<file path="config.mk">
export PLATFORM = sky130hd
export DESIGN_NAME = uart_rx_dzj
export DESIGN_NICKNAME = d
export VERILOG_FILES = /design/src/rtl/uart_rx_dzj.sv
export SDC_FILE = /design/constraint.sdc
export NUM_CORES = 1
export LEC_CHECK = 0
export ABC_AREA = 1
export BUFFER_PORTS_ARGS = -buffer_cell sky130_fd_sc_hd__buf_2
export CAP_MARGIN = 30
export CORE_ASPECT_RATIO = 1.5
export CORE_UTILIZATION = 52
export DETAILED_ROUTE_END_ITERATION = 6
export PLACE_DENSITY_LB_ADDON = 0.12
export SLEW_MARGIN = 25
export SYNTH_ARGS = -nofsm -noshare
export SYNTH_HDL_FRONTEND = slang
export SYNTH_SLANG_ARGS = --single-unit
</file>
<file path="constraint.sdc">
create_clock -name clk -period 2.1 [get_ports clk]
set_clock_uncertainty 0.1 [all_clocks]
set_input_delay 0.105 -clock clk [delete_from_list [all_inputs] [get_ports clk]]
set_output_delay 0.105 -clock clk [all_outputs]
set_load 0.02 [all_outputs]
</file>
<file path="src/rtl/uart_rx_dzj.sv">
// 8N1 UART receiver with 2-FF input sync, mid-bit sampling and a one-deep valid/ack holding register.
// Good byte lands ~9.5 bit-times + 3 clks after the line falls; a byte arriving while the register is full is dropped.
module uart_rx_dzj #(
  parameter int CLK_FREQ = 50_000_000,
  parameter int BAUD     = 9600
) (
  input  logic       clk,
  input  logic       rst,
  input  logic       RX232,
  input  logic       rx_ack,
  output logic [7:0] data_rx,
  output logic       rx_valid,
  output logic       frame_err,
  output logic       overrun,
  output logic       busy
);

  localparam int BPS_CNT = CLK_FREQ / BAUD;
  localparam int HALF    = BPS_CNT / 2;
  localparam int CW      = (BPS_CNT > 1) ? $clog2(BPS_CNT) : 1;
  localparam logic [CW-1:0] CNT_LAST = CW'(BPS_CNT - 1);
  localparam logic [CW-1:0] CNT_HALF = CW'(HALF);

  localparam logic [2:0] S_IDLE  = 3'd0;
  localparam logic [2:0] S_START = 3'd1;
  localparam logic [2:0] S_DATA  = 3'd2;
  localparam logic [2:0] S_STOP  = 3'd3;
  localparam logic [2:0] S_BREAK = 3'd4;

  logic          rx_meta_q, rx_s_q, rx_dly_q;
  logic [2:0]    state_q, state_d;
  logic [CW-1:0] cnt_q, cnt_d;
  logic [2:0]    bit_idx_q, bit_idx_d;
  logic [7:0]    shift_q, shift_d;
  logic [7:0]    data_q, data_d;
  logic          valid_q, valid_d;
  logic          ferr_q, ferr_d;
  logic          ovr_q, ovr_d;
  logic          byte_ok;

  always_comb begin
    state_d   = state_q;
    cnt_d     = cnt_q;
    bit_idx_d = bit_idx_q;
    shift_d   = shift_q;
    data_d    = data_q;
    valid_d   = valid_q;
    ovr_d     = ovr_q;
    ferr_d    = 1'b0;
    byte_ok   = 1'b0;

    case (state_q)
      S_IDLE: begin
        if (rx_dly_q && !rx_s_q) begin
          state_d   = S_START;
          cnt_d     = '0;
          bit_idx_d = 3'd0;
        end
      end
      // Checking one clock past half-bit centres the data samples once sync delay is counted.
      S_START: begin
        if (cnt_q == CNT_HALF) begin
          cnt_d   = '0;
          state_d = rx_s_q ? S_IDLE : S_DATA;
        end else begin
          cnt_d = cnt_q + 1'b1;
        end
      end
      S_DATA: begin
        if (cnt_q == CNT_LAST) begin
          cnt_d              = '0;
          shift_d[bit_idx_q] = rx_s_q;
          bit_idx_d          = bit_idx_q + 3'd1;
          if (bit_idx_q == 3'd7) state_d = S_STOP;
        end else begin
          cnt_d = cnt_q + 1'b1;
        end
      end
      S_STOP: begin
        if (cnt_q == CNT_LAST) begin
          cnt_d = '0;
          if (rx_s_q) begin
            byte_ok = 1'b1;
            state_d = S_IDLE;
          end else begin
            ferr_d  = 1'b1;
            state_d = S_BREAK;
          end
        end else begin
          cnt_d = cnt_q + 1'b1;
        end
      end
      S_BREAK: begin
        if (rx_s_q) state_d = S_IDLE;
      end
      default: state_d = S_IDLE;
    endcase

    // A coinciding ack frees the slot for the new byte; overrun is left as is.
    if (byte_ok) begin
      if (!valid_q || rx_ack) begin
        data_d  = shift_q;
        valid_d = 1'b1;
      end else begin
        ovr_d = 1'b1;
      end
    end else if (valid_q && rx_ack) begin
      valid_d = 1'b0;
      ovr_d   = 1'b0;
    end
  end

  always_ff @(posedge clk or posedge rst) begin
    if (rst) begin
      rx_meta_q <= 1'b1;
      rx_s_q    <= 1'b1;
      rx_dly_q  <= 1'b1;
      state_q   <= S_IDLE;
      cnt_q     <= '0;
      bit_idx_q <= 3'd0;
      shift_q   <= 8'h00;
      data_q    <= 8'h00;
      valid_q   <= 1'b0;
      ferr_q    <= 1'b0;
      ovr_q     <= 1'b0;
    end else begin
      rx_meta_q <= RX232;
      rx_s_q    <= rx_meta_q;
      rx_dly_q  <= rx_s_q;
      state_q   <= state_d;
      cnt_q     <= cnt_d;
      bit_idx_q <= bit_idx_d;
      shift_q   <= shift_d;
      data_q    <= data_d;
      valid_q   <= valid_d;
      ferr_q    <= ferr_d;
      ovr_q     <= ovr_d;
    end
  end

  assign data_rx   = data_q;
  assign rx_valid  = valid_q;
  assign frame_err = ferr_q;
  assign overrun   = ovr_q;
  assign busy      = (state_q != S_IDLE);

endmodule

</file>
* Word-level counts from Yosys, hierarchy flattened
Cells that the tools add are included.
** Operators by class
- Magnitude comparators :: 2
- Mux-type cells :: 30
- Eq/ne operators :: 15
- Add/sub/neg operators :: 2
- Reductions and logical operators :: 19
** Operator list (number)
- 13-bit 2-to-1 mux :: 3
- 13-bit case mux with 3 select lines :: 1
- 3-bit 2-to-1 mux :: 9
- 3-bit case mux with 5 select lines :: 1
- 2-bit != test (second input constant) :: 7
- 13-bit by 1-bit adder with 13-bit output (second input constant) :: 1
- 13-bit by 12-bit equality test with 1-bit output (second input constant) :: 1
- 13-bit equality test (second input constant) :: 1
- 1-bit 2-to-1 mux :: 12
- 2-bit AND reduction :: 5
- 8-bit bitwise mux :: 1
- 3-bit by 2-bit equality test with 1-bit output (second input constant) :: 2
- 3-bit equality test (second input constant) :: 2
- 3-bit case mux with 2 select lines :: 1
- 6-bit AND reduction :: 1
- 3-bit nonzero test :: 2
- 3-bit by 4-bit less-than comparator with 1-bit output (second input constant) :: 1
- 2-bit nonzero test :: 2
- 3-bit by 1-bit adder with 3-bit output (second input constant) :: 1
- 1-bit demux with 3-bit select :: 1
- 3-bit by 1-bit equality test with 1-bit output (second input constant) :: 1
- 3-bit by 1-bit greater-or-equal comparator with 1-bit output (second input constant) :: 1
- 1-bit logical AND :: 3
- 3-bit logical NOT :: 1
- other kinds (6) :: 7
** Word-level totals
- Output and inout port bits :: 12
- Logic and storage cells :: 79
- Register bits after elaboration :: 41

* Longest topological paths before layout
Gate-level depths: netlist of the first run.
- Depth after elaboration :: 5
- Gate-level depth with buffers :: 10

* Least setup slack after synthesis of the first run
No wires, ideal clock.
- Kind :: reg-to-reg
- Start point :: reg rx_s_q
- End point :: reg data_q[0] (netlist: data_rx[0])
- Arrival time :: 1.341 ns
- Clock period less this slack :: 1.559 ns
- Slack :: 0.541 ns
- Stages on the path, launching flop included :: 8
- Library setup time :: 0.118 ns
- Buffers on the path :: 2
- Path through :: dfstp_2 buf_2 inv_1 nor2_4 nand4_4 buf_6 nand2_1 o21ai_2
** Between the ends
- Cells in the longest elaborated chain, start to end :: 4
** RTL lines
- start: declaration :: RTL line 30 : logic rx_meta_q, rx_s_q, rx_dly_q;
- start signal: assignment :: RTL line 128 : rx_s_q <= rx_meta_q;
- 1-bit 2-to-1 mux :: RTL line 82 : if (rx_s_q) begin
- 1-bit 2-to-1 mux :: RTL line 80 : if (cnt_q == CNT_LAST) begin
- 1-bit 2-to-1 mux :: RTL line 52 : case (state_q)
- 2-bit AND reduction (no source line)
- end signal: assignment :: RTL line 134 : data_q <= data_d;
- end: declaration :: RTL line 35 : logic [7:0] data_q, data_d;
No other way between the ends.
A chain may end at the register's enable or synchronous reset.

* Worst setup path in the final report of the first run
- Start point :: reg state_q[1]
- End point :: reg data_q[5] (netlist: data_rx[5])
** Between the ends
- Cells in the longest elaborated chain, start to end :: 3
** RTL lines
- start: declaration :: RTL line 31 : logic [2:0] state_q, state_d;
- start signal: assignment :: RTL line 130 : state_q <= state_d;
- 3-bit by 2-bit equality test with 1-bit output :: RTL line 52
- 1-bit 2-to-1 mux :: RTL line 52
- 2-bit AND reduction (no source line)
No other way between the ends.

==> flow_metrics.env, run 1 <==
export IMPL_cts_root_buf="clkbuf_8"
export IMPL_worstSetupStartpointType="register"
export IMPL_nets=346
export IMPL_grt_max_degree=42
export IMPL_syn_to_final_growth_pct=9.52
export IMPL_worstMarginPinSlew_ps=568
export IMPL_path_clk_slew_ps=80
export IMPL_vias_per_cell=5.29
export IMPL_place_area_sq_um=2500
export IMPL_setup_tns_ps=0
export IMPL_syn_avg_cell_area_sq_um=7.59
export IMPL_path_delay_family="simple AND/OR/NAND/NOR gates"
export IMPL_routed_via_count=2031
export IMPL_critPathKind="reg -> reg"
export IMPL_vdd_drop_max_uv=425
export IMPL_clock_sinks=41
export IMPL_outcome="completed"
export IMPL_grt_pass1_wl_um=8940
export IMPL_tritoncts="built"
export IMPL_finalPower_uw=2110
export IMPL_drive_gt1_share_pct=15.1
export IMPL_met2_usage_pct=44.8
export IMPL_first_pass_iters=4
export IMPL_timing_critical_path_mode_cell="nor2_4"
export IMPL_crit_path_cell_trace="inv_2 -> nor2_4 -> nand2_4 -> nor2_4 -> nand4_4 -> nand2_1 -> o21ai_2"
export IMPL_critPathArrivalTime_ps=1930
export IMPL_routabilityCongestion=0.971
export IMPL_drc=0
export IMPL_use_met3_pct=3.81
export IMPL_synth_cell_types=24
export IMPL_dp_cells=373
export IMPL_grt_pass1_vias=1957
export IMPL_synth_top_cell_area_share_pct=39.5
export IMPL_final_common_cell="nand2_1"
export IMPL_synthesis_area_sq_um=2410
export IMPL_start_util_pct=55.7
export IMPL_syn_nets=326
export IMPL_fin_crit_sh_pct=88.4
export IMPL_hold_viol=0
export IMPL_powerDensity_nw_per_um2=802
export IMPL_ys_top_cells_by_area="dfrtp_1 40%, nand2_1 14%, nand3_1 8.5%"
export IMPL_seq_area_frac_synth_pct=42.8
export IMPL_design_area_sq_um=2640
export IMPL_ys_ff_latch=41
export IMPL_clk_path_buf_depth=2
export IMPL_hpwl_um=3980
export IMPL_r2r_setup_slack_ps=240
export IMPL_min_path_type="reg -> reg"
export IMPL_syn_inst=317
export IMPL_post_drt_wl_per_cell_um=13.9
export IMPL_h_tree_depth=2
export IMPL_yosys_warnings=0
export IMPL_overflow=0
export IMPL_antenna_found_initial=0
export IMPL_most_common_layout_cells="88 x nand2_1, 41 x nand3_1, 38 x inv_1, 38 x dfrtp_1, 37 x nor2_1"
export IMPL_rows=29
export IMPL_antenna_cells=0
export IMPL_cp_end_kind="register"
export IMPL_rsz0062_at_grt="false"
export IMPL_coreArea_sq_um=4320
export IMPL_io_pins=16
export IMPL_leakage_uw=0.00129
export IMPL_setup_viol=0
export IMPL_crit_buf_inv=1
export IMPL_slowest_stage="dfrtp_1"
export IMPL_cp_required_ps=2180
export IMPL_dieHeight_um=85.3
export IMPL_slew_viol_final=0
export IMPL_grt_busiest_layer="met2"
export IMPL_portBuffers=15
export IMPL_die_area_sq_um=4910
export IMPL_fin_cells=384
export IMPL_slew_limit_headroom_pct=61.8
export IMPL_drtIter0Drc=55
export IMPL_die_w_um=57.5
export IMPL_drv_cap=0
export IMPL_ant_nets=0
export IMPL_post_cts_buffers=0
export IMPL_max_clock_freq_mhz=539
export IMPL_wl_um=5330
export IMPL_cts_inserted_buffers=5
export IMPL_synth_top_area_cell="dfrtp_1"
export IMPL_cp_max_fo=16
export IMPL_crit_path_max_incr_delay_ps=540
export IMPL_grt_use_met1_pct=26.6
export IMPL_grtUsageTotal_pct=24.3
export IMPL_fin_crit_ps=1860
export IMPL_clk_latency_ps=300
-- synthesized netlist by cell type --
| cell | number |
|---|---|
| a21oi_1 | 1 |
| nand2_4 | 1 |
| o21ai_2 | 8 |
| nand3_4 | 1 |
| xor2_1 | 4 |
| nand3_1 | 41 |
| inv_1 | 38 |
| nor2_4 | 7 |
| o211ai_1 | 2 |
| dfrtp_1 | 38 |
| o21ai_0 | 9 |
| nand2_1 | 88 |
| nand4_4 | 1 |
| nand4_1 | 10 |
| o21ai_4 | 1 |
| ha_1 | 5 |
| nor2_1 | 37 |
| buf_2 | 4 |
| o21ai_1 | 1 |
| nor3_1 | 10 |
| inv_2 | 4 |
| dfstp_2 | 3 |
| nand2_2 | 1 |
| buf_6 | 2 |
-- cell type report --
class | count | area (sq um)
Sequential cell | 41 | 1030
Tap cell | 46 | 57.6
Inverter | 42 | 158
Clock inverter | 1 | 5.00
Fill cell | 430 | 1680
Clock buffer | 7 | 96.3
Timing Repair Buffer | 19 | 113
Multi-Input combinational cell | 228 | 1180
-- flip-flops by register name (all words and copies together), names as in the netlist --
name,cells
cnt_q,13
bit_idx_q,3
rx_s_q,1
overrun,1
state_q,3
data_rx,8
frame_err,1
rx_valid,1
rx_meta_q,1
shift_q,8
rx_dly_q,1
-- stage by stage --
step	utilization [%]	setup WS (ps)	hold slack, ps
3_3_place_gp	58.0	282	110
3_5_place_dp	58.0	271	115
4_1_cts	61.0	256	261
2_1_floorplan	-	541	9.48
5_1_grt	61.0	92.5	262
6_report	61.0	244	258
-- metal layers --
metal | wire (um) | vias up
li1 | - | 1054
met1 | 2220 | 944
met2 | 2910 | 25
met3 | 98 | 8
met4 | 96 | 0
met5 | 0 | -
-- power by group --
group	total (uW)	leakage, uW	internal, uW	switching [uW]
registers	945	0.000553	851	93.6
logic	598	0.000687	173	424
clock network	570	0.0000542	297	273
total	2110	0.00129	1320	791
-- cells by family after synthesis --
group                    count (synthesis)  share of synthesized area, %
AO/OA/AOI/OAI                           22                          6.50
XOR/XNOR                                 4                          1.46
buffers and inverters                   48                          8.32
adder cells (fa/ha/maj)                  5                          2.60
AND/OR/NAND/NOR                        197                          38.3
flip-flops                              41                          42.8
-- what timing repair did --
item | in CTS | in global routing
resized for setup | 0 | 0
hold endpoints to repair | 40 | 0
hold buffers | 3 | 0
-- final timing paths --
kind                             from          to  cells after the start
max                        state_q[1]  data_rx[5]                      7
min                         rx_meta_q      rx_s_q                      0
max reg2reg                state_q[1]  data_rx[5]                      7
min reg2reg                 rx_meta_q      rx_s_q                      0
max in group asynchronous         rst      rx_s_q                      4
min in group asynchronous         rst   cnt_q[11]                      4
Note: power is estimated with default switching activity, not from simulation.
==> inputs of run 2 (changes only) <==
Settings changed: CELL_PAD_IN_SITES_DETAIL_PLACEMENT set to 0, CELL_PAD_IN_SITES_GLOBAL_PLACEMENT set to 2, CORE_UTILIZATION 52 to 35, PLACE_DENSITY set to 0.76, PLACE_DENSITY_LB_ADDON 0.12 to not set, REMOVE_ABC_BUFFERS set to 1.
==> run 2 against run 1 <==
Against the previous run:
- non-clock buffer count increased by 2
- register-to-register slack got worse by 50 ps
- clock power decreased by 4.4%
- final area increased by 2.3%
- sequential cell count unchanged
- highest routed layer unchanged
- wire length increased by 12%
==> flow_metrics.env, run 2 (synthesis gave the netlist of run 1 again) <==
export IMPL_outcome="completed"
export IMPL_crit_path_max_incr_delay_ps=570
export IMPL_nets=348
export IMPL_cp_end_kind="register"
export IMPL_antenna_found_initial=0
export IMPL_vdd_drop_max_uv=339
export IMPL_grt_pass1_wl_um=10400
export IMPL_max_clock_freq_mhz=525
export IMPL_largest_reg_flops=13
export IMPL_clk_latency_ps=290
export IMPL_drc=0
export IMPL_multi_input_comb_area_sq_um=1180
export IMPL_most_common_layout_cells="88 x nand2_1, 41 x nand3_1, 38 x dfrtp_1"
export IMPL_cts_resized=0
export IMPL_timing_critical_path_mode_cell="nor2_4"
export IMPL_overflow=0
export IMPL_final_common_cell="nand2_1"
export IMPL_antenna_cells=0
export IMPL_n_fill_cell=704
export IMPL_clk_path_buf_depth=2
export IMPL_top_register="cnt_q"
export IMPL_start_util_pct=36.6
export IMPL_slowest_stage="dfrtp_1"
export IMPL_grt_max_degree=22
export IMPL_dieHeight_um=104
export IMPL_clock_sinks=41
export IMPL_setup_viol=0
export IMPL_h_tree_depth=2
export IMPL_slew_limit_headroom_pct=60.8
export IMPL_rows=36
export IMPL_post_cts_buffers=0
export IMPL_grtUsageTotal_pct=18.2
export IMPL_powerDensity_nw_per_um2=788
export IMPL_setup_tns_ps=0
export IMPL_routabilityCongestion=0.760
export IMPL_worstMarginPinSlew_ps=583
export IMPL_cts_inserted_buffers=5
export IMPL_worstSetupStartpointType="register"
export IMPL_r2r_setup_slack_ps=190
export IMPL_drive_gt1_share_pct=15.3
export IMPL_coreArea_sq_um=6580
export IMPL_crit_path_cell_trace="inv_2 -> nor2_4 -> nand2_4 -> nor2_4 -> nand4_4 -> nand2_1 -> o21ai_2"
export IMPL_io_pins=16
export IMPL_wl_um=5960
export IMPL_cts_root_buf="clkbuf_8"
export IMPL_seq_area_sq_um=1030
export IMPL_finalPower_uw=2120
export IMPL_syn_to_final_growth_pct=12.1
export IMPL_portBuffers=15
export IMPL_critPathKind="reg -> reg"
export IMPL_r2r_worst_path_cells=7
export IMPL_hpwl_um=4510
export IMPL_fin_hold_ws_ps=213
export IMPL_hold_buffers=3
export IMPL_ant_nets=0
export IMPL_dp_slack_ps=201
export IMPL_regToRegEndpoint="data_rx[4]"
export IMPL_grt_pass1_vias=2090
export IMPL_post_drt_wl_per_cell_um=14.3
export IMPL_fin_crit_ps=1910
export IMPL_critPathArrivalTime_ps=1980
export IMPL_hold_viol=0
export IMPL_leakage_uw=0.00130
export IMPL_crit_buf_inv=1
export IMPL_rsz0062_at_grt="false"
export IMPL_fin_crit_sh_pct=90.7
export IMPL_drv_cap=0
export IMPL_die_w_um=69.7
export IMPL_reg2reg_from="state_q[1]"
export IMPL_path_clk_slew_ps=80
export IMPL_tritoncts="built"
export IMPL_cp_max_fo=16
export IMPL_routed_via_count=2072
export IMPL_cp_required_ps=2180
export IMPL_die_area_sq_um=7220
export IMPL_drtIter0Drc=85
export IMPL_worst_slack_ps=195
export IMPL_min_path_type="in -> async"
export IMPL_path_delay_family="simple AND/OR/NAND/NOR gates"
export IMPL_slew_viol_final=0
export IMPL_vias_per_cell=4.98
export IMPL_first_pass_iters=4
==> run 2: cell count changes in the layout (fill, tap and decap cells not counted), sizes merged <==
cell and change:
clkinvlp +1, inv -1, buf +2
==> run 2: how the worst max path moves through the flow <==
stage | startpoint | end | slack (ps) | cells after the start
floorplan | state_q[1] | data_rx[0] | 560 | 7
global placement | state_q[1] | data_rx[4] | 210 | 7
detailed placement | state_q[1] | data_rx[4] | 200 | 7
CTS | state_q[1] | data_rx[4] | 180 | 7
global route | state_q[1] | data_rx[6] | 40 | 7
finish | state_q[1] | data_rx[4] | 190 | 7
==> run 2: routing by layer <==
metal	share of wire, %	GRT usage, %	vias to the layer above
met5	0	0	-
met4	2.0	6.71	0
met3	2.4	2.33	8
met2	53	32.3	26
met1	43	22.3	977
li1	-	-	1061
==> run 2: metrics by stage <==
step / instances / instance area, sq um / utilization [%]
finish: 416 / 2700 / 41.0
global route: 416 / 2700 / 41.0
CTS: 415 / 2690 / 40.8
detailed placement: 404 / 2560 / 38.9
global placement: 404 / 2560 / 38.9
floorplan: 311 / 2360 / -
==> run 2: where the power goes <==
group	internal, uW	switching (uW)	leakage, uW
Sequential	851	98.3	0.000553
Combinational	187	443	0.000699
Clock	267	277	0.0000445
Total	1310	819	0.00130
==> run 2: cell type report <==
class                   count  share of cell area [%]
multi-input cells         228                    43.6
clock buffers               7                    3.20
clock inverters             1                   0.278
repair buffers             21                    5.34
inverters                  42                    5.85
well taps                  76                    3.53
flip-flops and latches     41                    38.2
==> run 2: worst register-to-register path, stage by stage, from the launching register on <==
cell     delay (ps)
dfrtp_1         570
inv_2           100
nor2_4          260
nand2_4          90
nor2_4          140
nand4_4         300
nand2_1         190
o21ai_2          60
